===== src/rtl/hazard_ctrl_pkg.sv =====
// hazard_ctrl_pkg: stage/forward codes, default MDU latencies and the tracker entry shared by hazard_ctrl and hazard_mdu_timer
package hazard_ctrl_pkg;
  typedef enum logic [1:0] {ST_DECODE = 2'd0, ST_EXECUTE = 2'd1, ST_MEM = 2'd2, ST_MAX = 2'd3} stage_e;
  typedef enum logic [1:0] {FWD_NONE = 2'd0, FWD_E = 2'd1, FWD_M = 2'd2, FWD_W = 2'd3} fwd_e;
  localparam int DEF_MULT_CYCLES = 5;
  localparam int DEF_DIV_CYCLES  = 10;
  typedef struct packed {
    logic [4:0] rd0;
    logic [4:0] rd1;
    logic [4:0] wa;
    logic [1:0] ws;
  } entry_t;
  // True when the nearest producer of a (searching E, M, W) cannot deliver by read stage rs.
  function automatic logic blocked(entry_t e, entry_t m, entry_t w, logic [4:0] a, logic [1:0] rs);
    entry_t [3:1] t;
    logic b;
    t = {w, m, e};
    b = 1'b0;
    for (int i = 3; i >= 1; i--)
      if (t[i].wa == a && a != '0) b = rs != ST_MAX && int'(t[i].ws) >= i + int'(rs);
    return b;
  endfunction
  // Nearest producer of a among stages lo..3; forward codes equal stage indices, so the code is the stage number.
  function automatic logic [1:0] fwd_src(entry_t e, entry_t m, entry_t w, logic [4:0] a, int lo);
    entry_t [3:1] t;
    logic [1:0] s;
    t = {w, m, e};
    s = FWD_NONE;
    for (int i = 3; i >= 1; i--)
      if (i >= lo && t[i].wa == a && a != '0) s = int'(t[i].ws) < i ? 2'(i) : FWD_NONE;
    return s;
  endfunction
endpackage


===== src/rtl/hazard_mdu_timer.sv =====
// hazard_mdu_timer: MDU busy counter; load/is_div start a multiply or divide latency, busy while nonzero (clk, rst_n async low)
module hazard_mdu_timer
  import hazard_ctrl_pkg::*;
#(
  parameter int MULT_CYCLES = DEF_MULT_CYCLES,
  parameter int DIV_CYCLES  = DEF_DIV_CYCLES
) (
  input  logic clk,
  input  logic rst_n,
  input  logic load,
  input  logic is_div,
  output logic busy
);
  localparam int MAXC = DIV_CYCLES > MULT_CYCLES ? DIV_CYCLES : MULT_CYCLES;
  localparam int CW = $clog2(MAXC + 1);
  logic [CW-1:0] cnt;
  always_ff @(posedge clk or negedge rst_n)
    if (!rst_n) cnt <= '0;
    else cnt <= load ? (is_div ? CW'(DIV_CYCLES) : CW'(MULT_CYCLES)) : cnt - CW'(cnt != '0);
  assign busy = cnt != '0;
endmodule


===== src/rtl/hazard_ctrl.sv =====
// hazard_ctrl: pipeline stall/forward control from an E/M/W tracker of decoded read/write intents.
// Ports: clk, rst_n (async low); d_read_addr0/1, d_read_stage0/1, d_write_addr, d_write_stage from decode;
// stall, fwd_d0/1 (decode readers), fwd_e0/1 (execute readers), fwd_m1 (store data).
// Macro HAZARD_MDU_EN adds d_mdu_start, d_mdu_is_div, d_mdu_use and mdu_busy for multiply/divide interlock.
module hazard_ctrl
  import hazard_ctrl_pkg::*;
#(
  parameter int MULT_CYCLES = DEF_MULT_CYCLES,
  parameter int DIV_CYCLES  = DEF_DIV_CYCLES
) (
  input  logic       clk,
  input  logic       rst_n,
`ifdef HAZARD_MDU_EN
  input  logic       d_mdu_start,
  input  logic       d_mdu_is_div,
  input  logic       d_mdu_use,
  output logic       mdu_busy,
`endif
  input  logic [4:0] d_read_addr0,
  input  logic [4:0] d_read_addr1,
  input  logic [1:0] d_read_stage0,
  input  logic [1:0] d_read_stage1,
  input  logic [4:0] d_write_addr,
  input  logic [1:0] d_write_stage,
  output logic       stall,
  output logic [1:0] fwd_d0,
  output logic [1:0] fwd_d1,
  output logic [1:0] fwd_e0,
  output logic [1:0] fwd_e1,
  output logic [1:0] fwd_m1
);
  entry_t e, m, w;
  logic mdu_stall;
  if (MULT_CYCLES < 1 || DIV_CYCLES < 1) begin : g_bad_latency
    $error("hazard_ctrl: MDU latencies must be at least 1");
  end
`ifdef HAZARD_MDU_EN
  hazard_mdu_timer #(.MULT_CYCLES(MULT_CYCLES), .DIV_CYCLES(DIV_CYCLES)) u_mdu (
    .clk   (clk),
    .rst_n (rst_n),
    .load  (d_mdu_start & ~stall),
    .is_div(d_mdu_is_div),
    .busy  (mdu_busy)
  );
  assign mdu_stall = d_mdu_use & mdu_busy;
`else
  assign mdu_stall = 1'b0;
`endif
  assign stall = blocked(e, m, w, d_read_addr0, d_read_stage0)
               | blocked(e, m, w, d_read_addr1, d_read_stage1) | mdu_stall;
  assign fwd_d0 = fwd_src(e, m, w, d_read_addr0, 1);
  assign fwd_d1 = fwd_src(e, m, w, d_read_addr1, 1);
  assign fwd_e0 = fwd_src(e, m, w, e.rd0, 2);
  assign fwd_e1 = fwd_src(e, m, w, e.rd1, 2);
  assign fwd_m1 = fwd_src(e, m, w, m.rd1, 3);
  always_ff @(posedge clk or negedge rst_n)
    if (!rst_n) begin
      e <= '0;
      m <= '0;
      w <= '0;
    end else begin
      w <= m;
      m <= e;
      e <= stall ? '0 : {d_read_addr0, d_read_addr1, d_write_addr, d_write_stage};
    end
endmodule


===== config.mk =====
export PLATFORM = sky130hd
export DESIGN_NAME = hazard_ctrl
export DESIGN_NICKNAME = d
export VERILOG_FILES = /design/src/rtl/hazard_ctrl_pkg.sv /design/src/rtl/hazard_mdu_timer.sv /design/src/rtl/hazard_ctrl.sv
export SDC_FILE = /design/constraint.sdc
export NUM_CORES = 1
export LEC_CHECK = 0
export ABC_AREA = 1
export CAP_MARGIN = 20
export CORE_ASPECT_RATIO = 1.5
export CORE_UTILIZATION = 40
export DETAILED_ROUTE_END_ITERATION = 10
export SLEW_MARGIN = 10
export SYNTH_ARGS = -nofsm -noshare
export SYNTH_HDL_FRONTEND = slang
export SYNTH_SLANG_ARGS = --single-unit

===== constraint.sdc =====
create_clock -name clk -period 2.7 [get_ports clk]
set_input_delay 0.54 -clock clk [delete_from_list [all_inputs] [get_ports clk]]
set_output_delay 0.54 -clock clk [all_outputs]
set_load 0.05 [all_outputs]

==> summary.md <==
| Metric | Value |
|---|---|
| P&R area growth vs syn | `34.3%` |
| Crit-path leading delay family | `adder cells` |
| Endpoints failing setup | `0` |
| Synthesized flop and latch total | `36` |
| Cts hold-fix bufs | `0` |
| Remaining Overflow, GRT | `0` |
| Element type at the critical path start | `primary input` |
| GRT Util Overall | `0.210` |
| Final setup TNS | `0 ps` |
| CP Depth | `11` |
| Pwr/cell area | `between 400 and 500 nW/um2` |
| Antenna violations before repair | `0` |
| CP endpoint kind | `primary output` |
| Max frequency | `385 MHz` |
| Mapped Cells | `roughly 310` |
| Reg2reg path depth | `13` |
| Filler Cell Count | `560` |
| Synth Cell Area | `2480 um2` |
| # diodes | `0` |
| Routed WL per cell | `around 13 um` |
| HPWL Detailed | `slightly below 5000 um` |
| Die area | `6520 um2` |
| Ratio of final minimum period to clock period | `0.961` |
| Yosys warning count | `0` |
| Port Buffers | `33` |
| Sequential cell area fraction in the yosys report | `0.364` |
| Clk sinks | `36` |
| Max capacitance violation total | `0` |
| Vias in the first global route | `~2300` |
| Fin area | `between 3000 and 4000 um2` |
| Final RePlAce weighted congestion | `a little over 0.8` |
| Total leakage power | `1.69 nW` |
| Worst EP required | `roughly 2200 ps` |
| Syn nets | `about 360` |
| Via density | `4.81` |
| DRT iter0 DRCs | `46` |
| Min Tclk post-route | `roughly 2600 ps` |
| IO Pins | `34` |
| Worst skew pair latency | `280 ps` |
| CTS tree | `built` |
| Die height | `~98 um` |
| Cell variety after synth | `29` |
| Tot Pwr | `~1.6 mW` |
| CTS Root Cell | `clkbuf_8` |
| Drc violations | `0` |
| Run status | `finished, final reports clean` |
| Std-Cell Rows | `34` |
| Initial core utilization | `0.422` |
| Peak per-stage delay on the critical path | `around 260 ps` |
| Non-filler cells in the finished layout | `approximately 450` |
| DP Area | `3160 um2` |
| Largest net degree at the start of global routing | `37` |
| Most frequent cell on the critical path | `nand2_4` |
| Syn avg cell area | `7.89 um2` |
| Final Hold Viols | `0` |
| Critical-path maximum fanout | `2` |
| Die width | `around 66 um` |
| Core area | `~6000 um2` |
| Clock Pin Slew Worst Setup and Hold Paths | `roughly 70 ps` |
| Worst-margin pin slew | `800 ps` |
| Via Count | `roughly 2200` |
| H-tree depth | `2` |
| Final WL | `roughly 6000 um` |
| CP Cell Sequence | `dlygate4sd2_1 > inv_2 > ha_4 > inv_1 > ha_1 > a21boi_0 > o21ai_1 > nand2_1 > nand2_4 > nand2_4 > buf_12` |
| Slew headroom | `0.466` |
| DRT Pass-1 Iters | `4` |
| Layout cells sized above 1 | `0.258` |
| Crit path buf inv count | `4` |
| Post-CTS setup buffers | `0` |
| Clock skew | `3.09 ps` |
| Crit path kind | `in2out` |
| Inserted Clock Buffers | `5` |
| DRT antenna net count | `0` |
| Placed Instances | `between 400 and 500` |
| Bufs on Longest Clock Path | `2` |
| Arr. time, crit path | `approximately 2000 ps` |
| Slew Viols, Final | `0` |
| CP max stage cell | `ha_4` |
| First-pass GRT wire length | `roughly 10000 um` |
| Final layout net count | `between 400 and 500` |
| Hold WC Path Type | `in2async` |
| Peak supply drop | `304 uV` |
-- registers in the layout (all words and copies together) (netlist names) --
register	flops
m	12
w	7
e	17
-- power breakdown --
group	internal (mW)	leakage (nW)	switching [mW]
registers	0.604	0.425	0.100
logic	0.256	1.23	0.301
clock network	0.175	0.0410	0.182
-- per-layer routing --
metal	up-vias	share of wire	global-route usage
met5	-	0	0
met4	0	0.020	0.0720
met3	10	0.026	0.0280
met2	40	0.57	0.415
met1	1026	0.38	0.212
li1	1100	-	-
-- repair_timing --
item | CTS | global route
pin swaps | 13 | 4
resized for setup | 24 | 16
setup endpoints to repair | 5 | 7
gates cloned | 0 | 0
-- worst register-to-register path, delay by kind of cell, from the launching register on --
family / cells / cell delay (ps)
flops: 1 / 490
buf+inv: 3 / 580
compound gates: 1 / 50
simple gates: 9 / 800
-- Yosys cell counts --
cell,count,area [um2]
buf_2,1,5.00
a21oi_1,7,35.0
buf_12,1,20.0
xor2_1,14,123
xnor2_1,18,158
nor3b_1,3,22.5
dfrtp_1,36,901
nand2_4,2,22.5
nor2_1,27,101
nand3_1,11,55.1
o22ai_1,1,6.26
nand2_2,1,6.26
nand4_1,4,25.0
a21boi_0,2,15.0
o31ai_1,2,15.0
nand2_1,69,259
nor2_4,5,56.3
o21ai_0,13,65.1
inv_1,47,176
nor3_1,2,10.0
nor2_2,8,50.1
or2_2,3,18.8
nand3b_1,1,7.51
nand3_2,2,20.0
ha_1,18,225
buf_4,1,7.51
o221ai_1,1,8.76
nor4_1,4,25.0
inv_2,10,37.5
-- cell usage in the layout (no fill, tap or decap), types with 11 or more instances in the layout --
| cell type | synthesis | layout |
|---|---|---|
| xor2_1 | 14 | 14 |
| nor2_1 | 27 | 25 |
| dfrtp_1 | 36 | 34 |
| ha_1 | 18 | 16 |
| nand3_1 | 11 | 11 |
| buf_4 | 1 | 32 |
| inv_1 | 47 | 42 |
| nand2_1 | 69 | 68 |
| xnor2_1 | 18 | 18 |
| inv_2 | 10 | 15 |
-- worst paths after layout --
check / from / end / slack, ps
worst max-delay path: d_read_stage0[1] / stall / 110
worst max register to register: m[2] / e[10] / 670
min in group clk: m[0] / w[0] / 380
max in group asynchronous: rst_n / m[1] / 1800
worst min-delay path: rst_n / w[2] / 350
worst min register to register: m[0] / w[0] / 380
-- metrics by stage --
step,hold WS [ps],utilization,setup slack [ps]
2_1_floorplan,244,-,1.24
3_3_place_gp,374,0.539,-166
3_5_place_dp,376,0.539,-236
4_1_cts,372,0.559,0.221
5_1_grt,402,0.567,-25.3
6_report,347,0.567,106
-- layout make-up --
class,instances,area [um2],area share
sequential,36,903,0.271
multi-input combinational,218,1420,0.427
clock inverter,1,5.00,0.00150
clock buffer,6,72.6,0.0218
timing repair buffer,62,622,0.187
tap,72,90.1,0.0271
inverter,57,214,0.0643
-- logic make-up after synthesis --
family | Yosys count | synth area share
buffers and inverters | 60 | 0.0995
XOR/XNOR | 32 | 0.113
AO/OA/AOI/OAI | 26 | 0.0586
adder cells (fa/ha/maj) | 18 | 0.0909
AND/OR/NAND/NOR | 142 | 0.274
flip-flops | 36 | 0.364
No activity file was read; power rests on OpenSTA's default activity.
